<file path="src/rtl/core_mem_arbiter.sv">
// core_mem_arbiter
// Merges the core's instruction and data memory ports onto one unified
// memory port. Requests are granted round-robin. A small in-order tag FIFO
// records which port issued each in-flight request, so every response
// (memory answers strictly in order) is steered back to the right port.
module core_mem_arbiter #(
    parameter int REQ_SZ    = 67,
    parameter int RESP_SZ   = 35,
    parameter int MAX_OUTST = 4
) (
    input  logic                       clk,
    input  logic                       reset,

    input  logic [REQ_SZ-1:0]          imemreq_msg,
    input  logic                       imemreq_val,
    output logic                       imemreq_rdy,
    output logic [RESP_SZ-1:0]         imemresp_msg,
    output logic                       imemresp_val,

    input  logic [REQ_SZ-1:0]          dmemreq_msg,
    input  logic                       dmemreq_val,
    output logic                       dmemreq_rdy,
    output logic [RESP_SZ-1:0]         dmemresp_msg,
    output logic                       dmemresp_val,

    output logic [REQ_SZ-1:0]          memreq_msg,
    output logic                       memreq_val,
    input  logic                       memreq_rdy,
    input  logic [RESP_SZ-1:0]         memresp_msg,
    input  logic                       memresp_val,

    output logic [$clog2(MAX_OUTST):0] num_outst,
    output logic                       resp_err
);

    localparam int PW = $clog2(MAX_OUTST);
    localparam int CW = $clog2(MAX_OUTST) + 1;

    localparam logic [PW-1:0] PTR_ONE = PW'(1);
    localparam logic [CW-1:0] CNT_ONE = CW'(1);
    localparam logic [CW-1:0] CNT_MAX = CW'(MAX_OUTST);

    // prio_q: 1 = dmem has priority, 0 = imem has priority
    logic                 prio_q;
    // One tag bit per in-flight request: 1 = dmem, 0 = imem
    logic [MAX_OUTST-1:0] tag_q;
    logic [PW-1:0]        head_q;
    logic [PW-1:0]        tail_q;
    logic [CW-1:0]        count_q;
    logic                 resp_err_q;

    logic full;
    logic empty;
    logic grant_dmem;
    logic push;
    logic pop;
    logic head_tag;

    // Request side: pick a winner, pass its message through, and hand the
    // memory-side ready back only to the winner while the tag FIFO has room.
    always_comb begin
        full        = (count_q == CNT_MAX);
        empty       = (count_q == '0);
        grant_dmem  = 1'b1;
        memreq_msg  = dmemreq_msg;
        memreq_val  = 1'b0;
        imemreq_rdy = 1'b0;
        dmemreq_rdy = 1'b0;
        push        = 1'b0;

        if (imemreq_val && dmemreq_val) begin
            grant_dmem = prio_q;
        end else begin
            grant_dmem = !imemreq_val;
        end

        memreq_msg = grant_dmem ? dmemreq_msg : imemreq_msg;

        if (!reset && !full) begin
            memreq_val  = grant_dmem ? dmemreq_val : imemreq_val;
            dmemreq_rdy = memreq_rdy && grant_dmem;
            imemreq_rdy = memreq_rdy && !grant_dmem;
        end

        push = memreq_val && memreq_rdy;
    end

    // Response side: the oldest tag decides which port sees the response;
    // a response with nothing outstanding is dropped.
    always_comb begin
        head_tag     = tag_q[head_q];
        pop          = !reset && memresp_val && !empty;
        imemresp_msg = memresp_msg;
        dmemresp_msg = memresp_msg;
        imemresp_val = pop && !head_tag;
        dmemresp_val = pop && head_tag;
        num_outst    = reset ? '0 : count_q;
        resp_err     = !reset && resp_err_q;
    end

    // State update: priority rotation, tag FIFO pointers/occupancy, and the
    // sticky error flag for unexpected responses.
    always_ff @(posedge clk) begin
        if (reset) begin
            prio_q     <= 1'b1;
            head_q     <= '0;
            tail_q     <= '0;
            count_q    <= '0;
            resp_err_q <= 1'b0;
        end else begin
            if (push) begin
                tag_q[tail_q] <= grant_dmem;
                tail_q        <= tail_q + PTR_ONE;
                prio_q        <= !grant_dmem;
            end

            if (pop) begin
                head_q <= head_q + PTR_ONE;
            end

            case ({push, pop})
                2'b10:   count_q <= count_q + CNT_ONE;
                2'b01:   count_q <= count_q - CNT_ONE;
                default: count_q <= count_q;
            endcase

            if (memresp_val && empty) begin
                resp_err_q <= 1'b1;
            end
        end
    end

endmodule

</file>
<file path="config.mk">
export PLATFORM = sky130hd
export DESIGN_NAME = core_mem_arbiter
export DESIGN_NICKNAME = d
export VERILOG_FILES = /design/src/rtl/core_mem_arbiter.sv
export SDC_FILE = /design/constraint.sdc
export NUM_CORES = 1
export LEC_CHECK = 0
export ABC_AREA = 1
export BUFFER_PORTS_ARGS = -buffer_cell sky130_fd_sc_hd__buf_2
export CAP_MARGIN = 30
export CORE_AREA = 2 2 123 125
export CTS_CLUSTER_SIZE = 12
export DETAILED_ROUTE_END_ITERATION = 8
export DIE_AREA = 0 0 125 127
export PLACE_DENSITY = 0.49
export SYNTH_ARGS = -nofsm -noshare
export SYNTH_HDL_FRONTEND = slang
export SYNTH_SLANG_ARGS = --single-unit
export TNS_END_PERCENT = 20
</file>
<file path="constraint.sdc">
create_clock -name clk -period 2.28 [get_ports clk]
set_clock_uncertainty 0.1 [all_clocks]
set_input_delay 0.456 -clock clk [delete_from_list [all_inputs] [get_ports clk]]
set_output_delay 0.456 -clock clk [all_outputs]
set_load 0.02 [all_outputs]
</file>
# Word-level counts from Yosys, hierarchy flattened
# Cells that the tools add are included.
[classes]
n_addsub = 4
magnitude_cmp = 3
n_eq_ne = 3
mux = 13
bitwise_logic = 1
reduce_logical = 21
[op_table]
columns = ["cell", "count"]
rows = [
  ["67-bit two-way mux", 1],
  ["1-bit logical AND", 12],
  ["1-bit two-way mux", 7],
  ["1-bit logical NOT", 6],
  ["2-bit by 3-bit less-than comparator with 1-bit output, second input constant", 2],
  ["3-bit case mux with 2 select lines", 1],
  ["2-bit by 1-bit adder with 2-bit output, second input constant", 2],
  ["4-bit bitwise mux", 1],
  ["3-bit by 1-bit adder with 3-bit output, second input constant", 1],
  ["3-bit == test, second input constant", 1],
  ["3-bit logical NOT", 1],
  ["3-bit two-way mux", 1],
  ["3-bit by 1-bit subtractor with 3-bit output, second input constant", 1],
  ["1-bit binary-select mux with 2-bit select", 1],
  ["1-bit demux with 2-bit select", 1],
  ["2-bit by 1-bit == test with 1-bit output, second input constant", 1],
  ["2-bit == test, second input constant", 1],
  ["2-bit by 1-bit >= comparator with 1-bit output, second input constant", 1],
  ["2-bit AND reduction", 1],
  ["2-bit nonzero test", 1],
  ["1-bit inverter", 1],
]
[totals]
regBits = 13
in_bits = 175
output_inout_bits = 146
elab_cells = 51

# Logic depth before layout (Yosys ltp)
[logic_depth]
word_depth = 7
depth_mapped = 12
ltp_nobuf = 12

# Worst setup path before layout
# Ideal clock, no wire load.
[synth_timing]
kind = "input to register"
start = "input port reset"
end = "register count_q[2]"
setup_ns = 0.120
arrival_time_ns = 1.774
t_required_ns = 2.060
path_slack_ns = 0.286
stages = 11
path_buffers = 1
path_cell_list = "buf_6 > nor2_1 > nand2_2 > inv_2 > ha_1 > inv_1 > fa_1 > nand2_1 > nand3_1 > o21ai_0 > a21oi_1"
[synth_via]
word_cells_on_any_way = 10
cone_classes = "eq/ne (2); mux (2); reduce/logical (6)"
[synth_lines]
columns = ["element", "line_no", "source"]
rows = [
  ["from (decl)", "12", "input logic reset,"],
  ["1-bit logical NOT *", "92", "pop = !reset && memresp_val && !empty;"],
  ["1-bit logical AND * (2 in a row)", "92", ""],
  ["net pop", "56", "logic pop;"],
  ["2-bit by 1-bit == test with 1-bit output / 2-bit == test (equally long branches)", "121", "case ({push, pop})"],
  ["3-bit case mux with 2 select lines / 2-bit nonzero test (equally long branches)", "-", ""],
  ["to (signal assigned)", "122", "2'b10: count_q <= count_q + CNT_ONE;"],
  ["to (signal assigned)", "123", "2'b01: count_q <= count_q - CNT_ONE;"],
  ["to (signal assigned)", "124", "default: count_q <= count_q;"],
  ["to (decl)", "49", "logic [CW-1:0] count_q;"],
]
# The timed path passes the listed nets; every way through them passes the cells marked *.
# A chain may end at the register's enable or synchronous reset.

# Worst setup path after layout
[layout_timing]
start = "register prio_q"
end = "output port dmemreq_rdy"
[layout_via]
elab_chain_len = 3
[layout_rtl]
columns = ["element", "line_no", "source"]
rows = [
  ["from (decl)", "44", "logic prio_q;"],
  ["from (signal assigned)", "114", "prio_q <= !grant_dmem;"],
  ["1-bit two-way mux", "71", "if (imemreq_val && dmemreq_val) begin"],
  ["1-bit logical AND", "81", "dmemreq_rdy = memreq_rdy && grant_dmem;"],
  ["1-bit two-way mux", "79", "if (!reset && !full) begin"],
  ["to (decl)", "22", "output logic dmemreq_rdy,"],
]
# No other way between the ends.

==> results.ini <==
[timing]
hold_viol = 0
slew_headroom = 0.8171
setup_viol = 0
timing.final.crit_share = 0.8843
fin_ws_ns = 0.2637
worst_pin_slew_ns = 0.2744
min_period_ns = 2.016
clock.fmax_ghz = 0.4960
finalMaxSlewViolations = 0
fin_tns_setup_ns = 0
rsz0062_at_grt = no

[place]
portBuffers = 215
routabilityCongestion = 0.7308
dp.cells = 704
placed_area_sq_mm = 0.002850
place_hpwl_mm = 6.661
dp_slack_ns = 0.09147

[power_and_ir_drop]
p_seq_frac = 0.212
power.leakage_nw = 1.889
p_sw_frac = 0.4074
p_per_area_mw_per_mm2 = 427.6
p_clk_frac = 0.263
switchingPower_mw = 0.5105
p_int_mw = 0.7426
combPwrFrac = 0.525
ir_drop_mv = 0.2221

[setup_path]
cp_max_fo = 26
crit_path_end_kind = output pin
start_kind = flip-flop
critPathKind = reg -> out
critPathMaxStageDelay_ns = 0.34
path_delay_family = buffers and inverters
crit_buf_inv = 2
crit_slowest_cell = dfxtp_1
path_common_cell = nand2_1
crit_chain = nand2_1 -> nand2_2 -> buf_4 -> nand2_1 -> nor2_1 -> buf_2
worstPathRequired_ns = 1.72
worstPathArrival_ns = 1.46

[clock_network]
cts_resized = 0
clk_pin_slew_ns = 0.05
cts-root-buf = clkbuf_16
cts_buffer_depth = 2
cts.sinks = 13
cts_tree = yes
clk_latency_ns = 0.24
htree_levels = 1
post_cts_buffers = 0
cts_buffers = 3
postCtsHoldBufs = 0

[global_route]
grt_pass1_wl_mm = 11.58
grt.overflow.total = 0
grt_usage = 0.08900
grt_start_max_net_pins = 55
first_global_vias = 2423
grt_antenna_before_repair = 0

[logic_synthesis]
yosysSeqAreaShare = 0.1418
synth_cell_types = 21
synth_flop_cell = dfxtp_1
synth_edf_count = 4
synthTopCellsByArea = nand2_1 (39%), buf_4 (25%), dfxtp_1 (8.5%), edfxtp_1 (5.7%), inv_1 (3.2%)
synth_nets = 567
syn_area_per_cell_sq_um = 5.488
ys_ff_latch = 13
synth_common_cells = nand2_1 (220), buf_4 (71), inv_1 (18), nor2_1 (18), dfxtp_1 (9)
synthArstFlopShare = 0
yosysWarnings = 0
synth_top_area_frac = 0.3898
yosys.area.top_type = nand2_1
syn_inst = 386
synth_most_common_cell = nand2_1
synth_area_sq_mm = 0.002118

[floorplanning]
die_w_microns = 125
num_rows = 44
ios = 321
die_h_microns = 127
dieArea_sq_mm = 0.01588
initial_core_util = 0.1469
core_sq_mm = 0.01442

[route]
drt-initial-drc-count = 83
wl_per_cell_microns = 10.97
vias_per_cell = 3.596
ant_nets = 0
drt_wl_total_mm = 7.765
route.detailed.drc = 0
vias = 2546
dr.pass1.iters = 4

[outcome]
status = complete, no violations

[layout]
layout-drive-gt1-share = 0.4447
nets = 706
ff_latch_area_sq_um = 300.3
multi_input_area_sq_mm = 0.001099
final_core_util = 0.2032
final_area_sq_mm = 0.002930
n_fill_cell = 1746
diodes = 0
area_delta_synth_final_pct = 38.33
final_cells = 708

[worst_hold_path]
hold_path.class = reg -> reg

[run]
drv_cap = 0

==> routing by layer <==
layer / wire length, microns / GRT usage / up-vias
met1: 3101 / 0.09967 / 1023
li1: - / - / 1356
met5: 0 / 0 / -
met2: 3662 / 0.1551 / 158
met3: 942 / 0.04229 / 9
met4: 59 / 0.01830 / 0
==> state kept, by name, summed over array words and instances (netlist names) <==
register / cells
count_q: 3
resp_err_q: 1
prio_q: 1
tail_q: 2
head_q: 2
tag_q: 4
==> stage by stage <==
stage / power, mW / hold slack (ns)
6_report: 1.253 / 0.3705
5_1_grt: 1.349 / 0.4113
4_1_cts: 1.273 / 0.3836
3_5_place_dp: 0.9357 / 0.3760
3_3_place_gp: 0.9392 / 0.3779
2_1_floorplan: 0.8321 / 0.3256
==> cell families (layout without fill, tap and decap cells) <==
group           Yosys count  after routing  share of synthesized area
compound gates           14             14                    0.03603
fa+ha+maj                 6              6                    0.03898
buf+inv                 108            246                     0.3396
flops                    13             13                     0.1418
simple gates            245            245                     0.4436
==> final cells by class <==
type / instances / share of cell area
repair buffers: 220 / 0.3886
well taps: 184 / 0.07857
multi-input cells: 265 / 0.3749
flip-flops and latches: 13 / 0.1025
clock buffers: 3 / 0.02562
clock inverters: 1 / 0.001708
inverters: 22 / 0.02818
==> placed cells by master, fill, tap and decap left out, drive strengths merged <==
| cell type | n |
|---|---|
| o21bai | 1 |
| clkinv | 1 |
| clkbuf | 3 |
| nand4 | 1 |
| nand3 | 3 |
| a21oi | 7 |
| dfxtp | 9 |
| ha | 5 |
| inv | 22 |
| a31o | 1 |
| nor2 | 19 |
| buf | 220 |
| o21ai | 5 |
| nand2 | 222 |
| edfxtp | 4 |
| fa | 1 |
==> final timing paths <==
kind / start / endpoint / slack [ns] / depth (start not counted)
setup reg to reg: count_q[0]$_SDFFE_PP0P_ / count_q[2]$_SDFFE_PP0P_ / 0.35 / 10
setup / recovery: prio_q$_SDFFE_PP1P_ / dmemreq_rdy / 0.26 / 6
hold / removal: prio_q$_SDFFE_PP1P_ / prio_q$_SDFFE_PP1P_ / 0.37 / 2
hold reg to reg: prio_q$_SDFFE_PP1P_ / prio_q$_SDFFE_PP1P_ / 0.37 / 2
==> power groups by stage <==
| stage | sequential (mW) | combinational (mW) | clock (mW) |
|---|---|---|---|
| floorplan | 0.268 | 0.565 | 0 |
| global placement | 0.270 | 0.669 | 0 |
| detailed placement | 0.271 | 0.665 | 0 |
| CTS | 0.266 | 0.668 | 0.339 |
| global route | 0.268 | 0.729 | 0.352 |
| finish | 0.266 | 0.658 | 0.329 |
==> worst min-delay path, delay by kind of cell, from the launching register on <==
family,cells,cell delay [ns]
DFF,1,0.31
and+or+nand+nor,2,0.11
Power figures use the tool's default switching activity.
